<file path="config.mk">
export PLATFORM = sky130hd
export DESIGN_NAME = bram_scrub_ctrl_128
export DESIGN_NICKNAME = d
export VERILOG_FILES = /design/src/rtl/libcache.sv /design/src/rtl/bram_scrub_ctrl_128.sv
export SDC_FILE = /design/constraint.sdc
export NUM_CORES = 1
export LEC_CHECK = 0
export CAP_MARGIN = 25
export CORE_AREA = 4 4 339 341
export CTS_CLUSTER_DIAMETER = 200
export DETAILED_ROUTE_END_ITERATION = 7
export DIE_AREA = 0 0 343 345
export PLACE_DENSITY = 0.35
export RECOVER_POWER = 100
export REMOVE_ABC_BUFFERS = 1
export SLEW_MARGIN = 40
export SYNTH_ARGS = -nofsm -noshare
export SYNTH_HDL_FRONTEND = slang
export SYNTH_SLANG_ARGS = --single-unit
</file>
<file path="constraint.sdc">
create_clock -name gclk -period 2.2 [get_ports gclk]
set_clock_uncertainty 0.2 [all_clocks]
set_input_delay 0.33 -clock gclk [delete_from_list [all_inputs] [get_ports gclk]]
set_output_delay 0.33 -clock gclk [all_outputs]
set_load 0.005 [all_outputs]
</file>
<file path="src/rtl/libcache.sv">
// Shared cache-memory types: clock bundle, ECC-protected 128-bit word layout,
// scrub controller state encoding and its default background interval.
package libcache;

  localparam int CACHE_WORD_BITS        = 128;
  localparam int CACHE_ECC_BITS         = 18;
  localparam int SCRUB_INTERVAL_DEFAULT = 1024;

  typedef struct packed {
    logic clk;
    logic clk2x;
  } iu_clk_type;

  typedef struct packed {
    logic [CACHE_WORD_BITS-1:0] D;
    logic [CACHE_WORD_BITS-1:0] I;
  } cache_word_type;

  typedef struct packed {
    logic sberr;
    logic dberr;
  } ecc_error_type;

  typedef struct packed {
    cache_word_type            data;
    logic [CACHE_ECC_BITS-1:0] ecc_parity;
    ecc_error_type             ecc_error;
  } cache_data_type;

  typedef enum logic [1:0] {
    IDLE,
    RD_WAIT,
    CHECK,
    SCRUB_WR
  } scrub_state_type;

  // The memory computes ECC on write, so parity and flags leave here as zero.
  function automatic cache_data_type make_wr_word(input logic [CACHE_WORD_BITS-1:0] d);
    cache_data_type w;
    w            = '0;
    w.data.D     = d;
    w.data.I     = d;
    return w;
  endfunction

  function automatic logic [15:0] sat_inc16(input logic [15:0] v);
    return (v == 16'hFFFF) ? v : v + 16'd1;
  endfunction

endpackage

</file>
<file path="src/rtl/bram_scrub_ctrl_128.sv">
// Single-port BRAM front end for 128-bit ECC words: client reads/writes,
// write-back of corrected single-bit errors, and a background scrub sweep.
module bram_scrub_ctrl_128
  import libcache::*;
#(
  parameter int ADDRMSB        = 8,
  parameter int SCRUB_INTERVAL = SCRUB_INTERVAL_DEFAULT,
  parameter int RDLAT          = 2
) (
  input  iu_clk_type           gclk,
  input  logic                 rst,
  input  logic                 req_valid,
  output logic                 req_ready,
  input  logic                 req_we,
  input  logic [ADDRMSB:0]     req_addr,
  input  logic [127:0]         req_data,
  output logic                 rsp_valid,
  output logic [127:0]         rsp_data,
  output logic                 rsp_dberr,
  output logic [ADDRMSB:0]     mem_addr,
  output logic                 mem_we,
  output cache_data_type       mem_din,
  input  cache_data_type       mem_dout,
  input  logic                 scrub_en,
  output logic [15:0]          sb_cnt,
  output logic [15:0]          db_cnt,
  output logic [ADDRMSB:0]     db_addr
);

  localparam int AW = ADDRMSB + 1;
  localparam int TW = $clog2(SCRUB_INTERVAL + 1);
  localparam int LW = (RDLAT > 1) ? $clog2(RDLAT) : 1;

  logic clk;
  assign clk = gclk.clk2x;

  logic unused_ok;
  assign unused_ok = ^{gclk.clk, mem_dout.data.I, mem_dout.ecc_parity};

  scrub_state_type state, state_nx;

  logic [LW-1:0]      wait_cnt;
  logic [TW-1:0]      timer;
  logic [ADDRMSB:0]   scrub_ptr;
  logic               is_scrub;
  logic               accept;
  logic               scrub_go;
  logic               scrub_due;
  logic               sberr_only;

  assign scrub_due  = scrub_en && (timer == TW'(SCRUB_INTERVAL));
  assign sberr_only = mem_dout.ecc_error.sberr && !mem_dout.ecc_error.dberr;

  always_ff @(posedge clk) begin
    if (rst) state <= IDLE;
    else     state <= state_nx;
  end

  // NOTE: every output of this block gets a default first so no path can infer a latch.
  always_comb begin
    state_nx  = state;
    req_ready = 1'b0;
    accept    = 1'b0;
    scrub_go  = 1'b0;
    unique case (state)
      IDLE: begin
        req_ready = 1'b1;
        if (req_valid) begin
          accept = 1'b1;
          if (!req_we) state_nx = RD_WAIT;
        end else if (scrub_due) begin
          scrub_go = 1'b1;
          state_nx = RD_WAIT;
        end
      end
      RD_WAIT:  if (wait_cnt == LW'(RDLAT - 1)) state_nx = CHECK;
      CHECK:    state_nx = sberr_only ? SCRUB_WR : IDLE;
      // First cycle raises mem_we, second cycle is the write itself.
      SCRUB_WR: if (mem_we) state_nx = IDLE;
      default:  state_nx = IDLE;
    endcase
  end

  // NOTE: sequential state uses non-blocking assignments so every register samples pre-edge values.
  always_ff @(posedge clk) begin
    if (rst) begin
      rsp_valid <= 1'b0;
      rsp_data  <= '0;
      rsp_dberr <= 1'b0;
      mem_addr  <= '0;
      mem_we    <= 1'b0;
      mem_din   <= '0;
      sb_cnt    <= '0;
      db_cnt    <= '0;
      db_addr   <= '0;
      wait_cnt  <= '0;
      scrub_ptr <= '0;
      is_scrub  <= 1'b0;
    end else begin
      rsp_valid <= 1'b0;
      rsp_dberr <= 1'b0;
      unique case (state)
        IDLE: begin
          if (accept) begin
            mem_addr <= req_addr;
            mem_we   <= req_we;
            is_scrub <= 1'b0;
            wait_cnt <= '0;
            if (req_we) mem_din <= make_wr_word(req_data);
          end else if (scrub_go) begin
            mem_addr  <= scrub_ptr;
            mem_we    <= 1'b0;
            is_scrub  <= 1'b1;
            wait_cnt  <= '0;
            scrub_ptr <= scrub_ptr + AW'(1);
          end else begin
            mem_we <= 1'b0;
          end
        end
        RD_WAIT: wait_cnt <= wait_cnt + LW'(1);
        CHECK: begin
          // Scrub reads update the error bookkeeping but never respond.
          if (!is_scrub) begin
            rsp_valid <= 1'b1;
            rsp_data  <= mem_dout.data.D;
            rsp_dberr <= mem_dout.ecc_error.dberr;
          end
          if (mem_dout.ecc_error.dberr) begin
            db_cnt  <= sat_inc16(db_cnt);
            db_addr <= mem_addr;
          end else if (mem_dout.ecc_error.sberr) begin
            sb_cnt  <= sat_inc16(sb_cnt);
            mem_din <= make_wr_word(mem_dout.data.D);
          end
        end
        SCRUB_WR: mem_we <= ~mem_we;
        default:  mem_we <= 1'b0;
      endcase
    end
  end

  // The timer only advances in IDLE and parks at the interval until a scrub issues.
  always_ff @(posedge clk) begin
    if (rst || !scrub_en || scrub_go)
      timer <= '0;
    else if (state == IDLE && timer != TW'(SCRUB_INTERVAL))
      timer <= timer + TW'(1);
  end

endmodule
</file>
# Word-level counts from Yosys, hierarchy flattened
# Index checks and enable logic that the tools add are counted.
[totals]
register_bits = 481
input_bits = 419
output_inout_bits = 458
wordCells = 97
[classes]
n_addsub = 5
n_eq_ne = 16
n_mux = 28
n_bitwise = 7
n_reduce_logical = 23
[ops]
columns = ["cell", "n"]
rows = [
  ["276-bit 2-to-1 mux", 4],
  ["276-bit case mux with 2 select lines", 1],
  ["16-bit by 1-bit adder with 16-bit output, second input constant", 2],
  ["16-bit == test, second input constant", 2],
  ["9-bit 2-to-1 mux", 2],
  ["1-bit 2-to-1 mux", 12],
  ["2-bit 2-to-1 mux", 6],
  ["2-bit != test, second input constant", 6],
  ["11-bit by 1-bit adder with 11-bit output, second input constant", 1],
  ["11-bit == test, second input constant", 1],
  ["11-bit != test, second input constant", 1],
  ["9-bit by 1-bit adder with 9-bit output, second input constant", 1],
  ["3-bit != test, second input constant", 3],
  ["2-bit case mux with 4 select lines", 1],
  ["2-bit AND reduction", 4],
  ["4-bit AND reduction", 2],
  ["2-bit nonzero test", 4],
  ["1-bit NOT", 7],
  ["3-bit AND reduction", 2],
  ["5-bit AND reduction", 1],
  ["2-bit == test, second input constant", 2],
  ["1-bit case mux with 2 select lines", 2],
  ["1-bit logical AND", 3],
  ["3-bit OR reduction", 1],
  ["6 further kinds", 8],
]

# Depth between registers and ports, before layout
# Gate-level depths: netlist (run 1).
[logic_depth]
word_depth = 8
depth_mapped = 9
depth_no_buf = 6

# Least setup slack after synthesis (run 1)
# Ideal clock, no wire load.
[synth_path]
path_kind = "register to register"
from = "register state[0]"
to = "register mem_din[235] (netlist bit)"
setup_ns = 0.138
t_arrival_ns = 1.699
required_time_ns = 1.862
setup_slack_ns = 0.163
stages_incl_launch_ff = 9
n_path_buf = 3
synth_period_minus_slack_ns = 2.037
path_cell_list = "dfxtp_1 -> inv_1 -> ha_1 -> buf_2 -> nand3b_1 -> a22oi_1 -> buf_2 -> buf_1 -> a211oi_1"
[synth_between]
elab_chain_cells = 4
word_cells_on_any_way = 10
cone_classes = "eq/ne (5); mux (2); reduce/logical (3)"
[synth_lines]
columns = ["element", "line_no", "rtl"]
rows = [
  ["start, declared", "bram_scrub_ctrl_128.sv:40", "scrub_state_type state, state_nx;"],
  ["start signal, assigned", "bram_scrub_ctrl_128.sv:56", "else state <= state_nx;"],
  ["2-bit logical NOT", "bram_scrub_ctrl_128.sv:65, bram_scrub_ctrl_128.sv:102", ""],
  ["1-bit 2-to-1 mux", "bram_scrub_ctrl_128.sv:65", "unique case (state)"],
  ["2-bit != test (no source line)", "--", ""],
  ["5-bit AND reduction (no source line)", "--", ""],
  ["end signal, assigned", "bram_scrub_ctrl_128.sv:109", "if (req_we) mem_din <= make_wr_word(req_data);"],
  ["end signal, assigned", "bram_scrub_ctrl_128.sv:133", "mem_din <= make_wr_word(mem_dout.data.D);"],
  ["end, declared", "bram_scrub_ctrl_128.sv:22", "output cache_data_type mem_din,"],
]
# Several ways; a longest one is shown, not always the timed one.
# A chain may end at the register's enable or synchronous reset.

# Worst setup path after layout (run 1)
[layout_path]
from = "register state[0]"
to = "register rsp_data[113]"
[layout_between]
elab_chain_cells = 2
[layout_lines]
columns = ["element", "line_no", "rtl"]
rows = [
  ["2-bit == test", "bram_scrub_ctrl_128.sv:102", "unique case (state)"],
  ["2-bit AND reduction (no source line)", "--", ""],
  ["end signal, assigned", "bram_scrub_ctrl_128.sv:125", "rsp_data <= mem_dout.data.D;"],
  ["end, declared", "bram_scrub_ctrl_128.sv:18", "output logic [127:0] rsp_data,"],
]
# No other way between the ends.

==> impl_metrics.yaml, run 1 <==
outcome:
  outcome: "finished, final reports clean"
sta:
  grt_setup_unrepaired: "yes"
  finalSetupViolations: 0
  timing.final.crit_period_ns: 2.15
  fin_crit_sh_pct: 97.9
  total_negative_setup_slacks_ns: 0
  final-hold-violation-count: 0
  max_slew.worst_pin.slew_ns: 0.753
  drv_slew: 0
  max-slew-margin-rel_pct: 49.8
  clock.fmax_mhz: 464
floorplan:
  fp-row-count: 123
  die_h_um: 345
  initial_utilization_pct: 12.8
  fp.dieArea_sq_um: 118000
  core_area_sq_um: 112000
  ios: 877
  floorplan.die.width_um: 343
synth:
  netlist_top_cells_area: "sky130_fd_sc_hd__dfxtp_1, sky130_fd_sc_hd__mux2i_1, sky130_fd_sc_hd__a22o_1, sky130_fd_sc_hd__buf_4, sky130_fd_sc_hd__a211oi_1"
  postSynthAreaPerCell_sq_um: 9.84
  post_synth_instance_area_sq_um: 14300
  yosys.area_share.adder_pct: 0.788
  asyncSetResetFlopFracSynth_pct: 0
  yosys.area_share.xor_xnor_pct: 0.613
  synth-compound-area-share_pct: 19.0
  combinational_family_with_the_most_area_after_synthesis: "compound AO/OA/AOI/OAI gates"
  ys_warn_count: 0
  synth_commonest_cells: "sky130_fd_sc_hd__dfxtp_1, sky130_fd_sc_hd__nor2_1, sky130_fd_sc_hd__buf_4"
  synthMostInstantiatedCell: "sky130_fd_sc_hd__dfxtp_1"
  yosys.area.top_type_share_pct: 46.7
  post_synth_mux_area_share_pct: 10.8
  synth_flop_cell: "sky130_fd_sc_hd__dfxtp_1"
  synth_enable_flop_cells: 0
  syn-instance-count: 1452
  synthDominantAreaCellType: "sky130_fd_sc_hd__dfxtp_1"
  yosys_register_bits: 333
  synthDistinctLibCells: 52
  synth_simple_gate_area_share_pct: 10.9
  seq_area_frac_synth_pct: 46.7
setup_path:
  crit_path_start_kind: "flip-flop"
  critical_path_required_ns: 2.51
  timing.critical_path.fanout_max: 38
  path_class: "reg2reg"
  timing.rr.end: "rsp_data[113]$_SDFFE_PP0P_"
  critical_path_sink_type: "flip-flop"
  depth_of_the_worst_register_to_register_path: 6
  r2r-start: "state[0]$_SDFFE_PP0P_"
  r2r_setup_slack_ns: 0.05
  cp.arrival_ns: 2.47
drt:
  postRouteWirelength_um: 77800
  drtAntennaViolNets: 0
  initialDrtViolationCount: 552
  detail_route.vias_per_cell: 3.76
  drc_violations_left: 0
  firstDrtPassIters: 8
  post_drt_wl_per_cell_um: 21.5
  vias: 13570
global_routing:
  antenna_violations_before_repair: 19
  grt_max_degree: 84
  first_pass_grt_wire_length_um: 107000
  groute.usage.overall_pct: 12.5
  globalRoute.totalOverflow: 0
  first_global_vias: 13953
clock_tree:
  clock-root-buffer: "sky130_fd_sc_hd__clkbuf_16"
  clkSlewWorstSetupHoldPaths_ns: 0.06
  clk-insertion-delay-late_ns: 0.60
  cts_max_path_buffers: 3
  tritoncts: "built"
  cts.sinks: 333
  cts.htree.levels: 2
  numCtsBuffers: 45
pwr:
  static-leakage-power_nw: 8.64
  power-per-cell-area_nw_per_um2: 1160
  vdd_drop_max_mv: 0.529
placement:
  detailed_place.area_sq_um: 22800
  io_buffer_count: 709
  place_inst: 3510
  globalplace.congestion: 0.802
  dp_hpwl_um: 60900
layout:
  flow.area_growth_from_synthesis_pct: 71.3
  fin_cells: 3612
  post_route_cells_drive_above_1_share_pct: 10.3
  final_net_count: 2498
  design_area_sq_um: 24500
  fillerInstances: 12088
job:
  max-cap-violations: 0
hold_path:
  min_delay_path_depth: 2
  hold_start: "mem_dout[227]"
  hp-class: "in2reg"
  hold_end: "rsp_data[79]$_SDFFE_PP0P_"
==> final cells by class <==
class	count	area [sq um]	share of cell area [%]
clock inverters	11	130	0.532
inverters	18	67.6	0.276
clock buffers	73	1350	5.52
flip-flops and latches	333	6700	27.4
multi-input cells	866	6150	25.1
well taps	1500	1880	7.67
repair buffers	806	8180	33.4
diodes	5	12.5	0.0512
==> where the power goes <==
part | switching, mW | internal [mW]
sequential | 1.54 | 7.55
clock | 3.07 | 4.33
combinational | 4.82 | 6.96
==> registers in the layout (all words and copies together), names as in the netlist <==
name,flops
db_addr,9
db_cnt,16
is_scrub,1
mem_addr,9
mem_din,128
mem_we,1
rsp_data,128
rsp_dberr,1
rsp_valid,1
sb_cnt,16
scrub_ptr,9
state,2
timer,11
wait_cnt,1
==> per-stage QoR <==
| step | power, mW | hold WS [ns] | setup slack, ns | util (%) |
|---|---|---|---|---|
| after floorplan | 9.56 | 0.199 | -13.68 | - |
| after global placement | 20.7 | 0.249 | -0.320 | 20.4 |
| after detailed placement | 20.7 | 0.252 | -0.296 | 20.4 |
| after CTS | 28.4 | 0.0712 | 0.000720 | 21.7 |
| after global routing | 30.1 | 0.101 | -0.0452 | 21.9 |
| final | 28.3 | 0.144 | 0.0463 | 21.9 |
==> cell usage in the layout, fill, tap and decap left out, types with 10 or more instances in the layout <==
cell type / count
sky130_fd_sc_hd__a211oi_1: 142
sky130_fd_sc_hd__a21oi_1: 42
sky130_fd_sc_hd__a22o_1: 128
sky130_fd_sc_hd__buf_12: 21
sky130_fd_sc_hd__buf_4: 61
sky130_fd_sc_hd__clkbuf_1: 16
sky130_fd_sc_hd__clkbuf_16: 49
sky130_fd_sc_hd__clkbuf_8: 13
sky130_fd_sc_hd__clkdlybuf4s50_1: 663
sky130_fd_sc_hd__conb_1: 20
sky130_fd_sc_hd__dfxtp_1: 310
sky130_fd_sc_hd__dfxtp_2: 22
sky130_fd_sc_hd__dlygate4sd2_1: 42
sky130_fd_sc_hd__inv_1: 15
sky130_fd_sc_hd__mux2_2: 10
sky130_fd_sc_hd__mux2i_1: 141
sky130_fd_sc_hd__nand2_1: 42
sky130_fd_sc_hd__nand3_1: 15
sky130_fd_sc_hd__nand4_1: 17
sky130_fd_sc_hd__nor2_1: 158
sky130_fd_sc_hd__nor2b_1: 12
sky130_fd_sc_hd__nor3_1: 14
sky130_fd_sc_hd__o31ai_1: 10
sky130_fd_sc_hd__or4_1: 10
==> repair_timing <==
action,CTS,global route
setup endpoints to repair,133,90
endpoints found under the hold margin,1,0
pin swaps,2,3
buffers inserted,1,7
hold buffers,1,0
gates cloned,0,4
resized for setup,69,17
==> kinds of logic (layout without fill, tap and decap cells) <==
family          Yosys count  after routing
mux                     153            153
compound gates          356            356
buf+inv                 272            908
simple gates            318            318
fa+ha+maj                 9              9
flops                   333            333
other cells               1             25
xor+xnor                 10             10
==> routing by layer <==
layer / track usage [%] / up-vias / share of wire, %
met2: 20.8 / 518 / 47
met3: 4.25 / 104 / 7.6
met4: 4.17 / 10 / 3.1
met1: 15.0 / 6541 / 42
met5: 0 / - / 0.098
li1: - / 6397 / -
==> worst max path at each step <==
stage,startpoint,end,slack [ns],cells after the start
after floorplan,state[0]$_SDFFE_PP0P_,mem_din[148]$_SDFFE_PP0P_,-13.68,5
after global placement,req_valid,mem_din[200]$_SDFFE_PP0P_,-0.32,7
after detailed placement,req_valid,mem_din[191]$_SDFFE_PP0P_,-0.30,7
after CTS,mem_din[246]$_SDFFE_PP0P_,mem_din[118],0.0007,1
after global routing,timer[0]$_SDFFE_PP0P_,scrub_ptr[8]$_SDFFE_PP0P_,-0.05,7
final,state[0]$_SDFFE_PP0P_,rsp_data[113]$_SDFFE_PP0P_,0.05,6
==> critical path, cell delays in order (launching register included) <==
cell	delay, ns
sky130_fd_sc_hd__dfxtp_2	0.33
sky130_fd_sc_hd__inv_2	0.07
sky130_fd_sc_hd__ha_4	0.19
sky130_fd_sc_hd__buf_12	0.15
sky130_fd_sc_hd__a21oi_4	0.18
sky130_fd_sc_hd__clkbuf_4	0.57
sky130_fd_sc_hd__a22o_1	0.26
Note: power is estimated with default switching activity, not from simulation.
==> run 2: changes to the inputs <==
PLACE_DENSITY = not set   (was 0.35)
PLACE_DENSITY_LB_ADDON = 0.08   (was not set)
==> run 2 against run 1 <==
Compared with the run above:
- critical path depth shrank 5
- count of clock-buffer cells in the layout up 2
- setup slack better by 0.039 ns
- cell count grew 1.4%
- global-route usage increased by 0.31 points
- flip-flop and latch count unchanged
- sequential share of layout area down 0.80 points
- non-clock buffer count grew 47
- combinational power grew 8%
- register-to-register slack better by 0.04 ns
==> impl_metrics.yaml, run 2 (synthesis gave the netlist of run 1 again) <==
drt:
  detail_route.vias_per_cell: 3.71
  post_drt_wl_per_cell_um: 21.5
  firstDrtPassIters: 4
  postRouteWirelength_um: 78600
  drc_violations_left: 0
  vias: 13584
  drtAntennaViolNets: 0
  initialDrtViolationCount: 514
global_routing:
  globalRoute.totalOverflow: 0
  first_global_vias: 14396
  antenna_violations_before_repair: 25
  grt_max_degree: 81
  groute.usage.overall_pct: 12.8
  first_pass_grt_wire_length_um: 110000
layout:
  layout_common_cells: "sky130_fd_sc_hd__clkdlybuf4s50_1, sky130_fd_sc_hd__dfxtp_1, sky130_fd_sc_hd__nor2_1"
  seq_area_sq_um: 6690
  fin_cells: 3661
  area_occupied_by_multi_input_gates_sq_um: 6310
  post_route_cells_drive_above_1_share_pct: 13.8
  flow.area_growth_from_synthesis_pct: 76.3
  layout.cells.most_common: "sky130_fd_sc_hd__clkdlybuf4s50_1"
  largestRegisters: "mem_din x128, rsp_data x128"
  final_net_count: 2547
  design_area_sq_um: 25200
  fillerInstances: 12057
floorplan:
  floorplan.die.width_um: 343
  fp.dieArea_sq_um: 118000
  initial_utilization_pct: 12.8
  die_h_um: 345
  fp-row-count: 123
  core_area_sq_um: 112000
  ios: 877
setup_path:
  critical_path_required_ns: 1.67
  r2r_setup_slack_ns: 0.09
  timing.critical_path.fanout_max: 3
  critical_path.n_buffers_inverters: 1
  max_stage_delay_ns: 0.55
  critical_path.cell_chain: "clkdlybuf4s50_1"
  cpMaxStageDelayCell: "sky130_fd_sc_hd__clkdlybuf4s50_1"
  crit_family: "buffers and inverters"
  path_class: "reg2out"
  crit_path_start_kind: "flip-flop"
  cp.arrival_ns: 1.58
  critical_path_sink_type: "primary output"
pwr:
  power-per-cell-area_nw_per_um2: 1170
  power.share.combinational_pct: 43.4
  p_sw_mw: 9.70
  sw_ratio_pct: 32.9
  sequentialPowerShare_pct: 30.7
  clock_power_share_pct: 25.9
  vdd_drop_max_mv: 0.552
  static-leakage-power_nw: 9.03
  internal_power_mw: 19.8
placement:
  dp_hpwl_um: 59600
  io_buffer_count: 709
  globalplace.congestion: 0.747
  detailed_place.area_sq_um: 23000
  place_inst: 3545
sta:
  finalSetupViolations: 0
  grt_setup_unrepaired: "yes"
  holdWs_ns: 0.146
  final-hold-violation-count: 0
  fin_crit_sh_pct: 96.1
  timing.final.crit_period_ns: 2.11
  max-slew-margin-rel_pct: 58.9
  max_slew.worst_pin.slew_ns: 0.616
  drv_slew: 0
  clock.fmax_mhz: 473
clock_tree:
  tritoncts: "built"
  clock-root-buffer: "sky130_fd_sc_hd__clkbuf_16"
  clkSlewWorstSetupHoldPaths_ns: 0.06
  cts.htree.levels: 2
  cts_max_path_buffers: 3
  numCtsBuffers: 47
  cts.sinks: 333
  clk-insertion-delay-late_ns: 0.59
hold_path:
  hp-class: "in2reg"
job:
  max-cap-violations: 0
outcome:
  outcome: "finished, final reports clean"
-- run 2: cell types whose count changed in the layout (fill, tap and decap cells not counted), sizes merged --
cell / before / now
clkinv: 10 / 6
dlymetal6s2s: 2 / 4
clkbuf: 81 / 77
buf: 89 / 141
clkinvlp: 1 / 0
dlygate4sd2: 42 / 41
diode: 5 / 9
bufbuf: 0 / 2
inv: 17 / 18
clkdlybuf4s50: 663 / 662
clkdlybuf4s15: 1 / 0
-- run 2: final timing paths --
| path | end | depth (start not counted) | from |
|---|---|---|---|
| hold / removal | rsp_data[22]$_SDFFE_PP0P_ | 2 | mem_dout[170] |
| setup / recovery | mem_din[229] | 1 | mem_din[229]$_SDFFE_PP0P_ |
| setup reg to reg | scrub_ptr[6]$_SDFFE_PP0P_ | 7 | timer[0]$_SDFFE_PP0P_ |
| hold reg to reg | db_addr[5]$_SDFFE_PP0P_ | 2 | db_addr[5]$_SDFFE_PP0P_ |
-- run 2: layer usage --
layer / vias up / part of all wire (%) / track usage, %
met5: - / 0.16 / 0
li1: 6500 / - / -
met3: 103 / 8.7 / 5.05
met4: 20 / 2.9 / 4.06
met2: 524 / 48 / 22.0
met1: 6437 / 40 / 14.4
-- run 2: what timing repair did --
action	CTS	global route
hold buffers	1	0
gates cloned	6	2
buffers inserted	11	8
resized for setup	74	66
endpoints found under the setup margin	185	142
endpoints found under the hold margin	3	0
pin swaps	12	12
-- run 2: final cells by class --
cell class	instances	area share, %
Clock buffer	75	5.73
Multi-Input combinational cell	866	25.1
Sequential cell	333	26.6
Tap cell	1500	7.45
Antenna cell	9	0.0894
Timing Repair Buffer	853	34.5
Inverter	18	0.278
Clock inverter	7	0.298
-- run 2: power by group through the flow --
stage | Clock [mW] | Sequential (mW) | Combinational (mW)
2_1_floorplan | 0 | 7.34 | 2.22
3_3_place_gp | 0 | 9.16 | 11.8
3_5_place_dp | 0 | 9.19 | 11.7
4_1_cts | 8.10 | 9.13 | 12.8
5_1_grt | 8.28 | 9.30 | 13.9
6_report | 7.65 | 9.05 | 12.8
-- run 2: stage by stage --
| step | TNS (ns) | total power [mW] | util, % | worst slack (ns) |
|---|---|---|---|---|
| detailed placement | -28.83 | 20.9 | 20.6 | -0.285 |
| global placement | -27.87 | 21.0 | 20.6 | -0.268 |
| floorplan | -3154.02 | 9.56 | - | -13.68 |
| global route | -0.128 | 31.5 | 22.5 | -0.0125 |
| finish | 0 | 29.5 | 22.5 | 0.0852 |
| CTS | -0.159 | 30.0 | 22.2 | -0.117 |
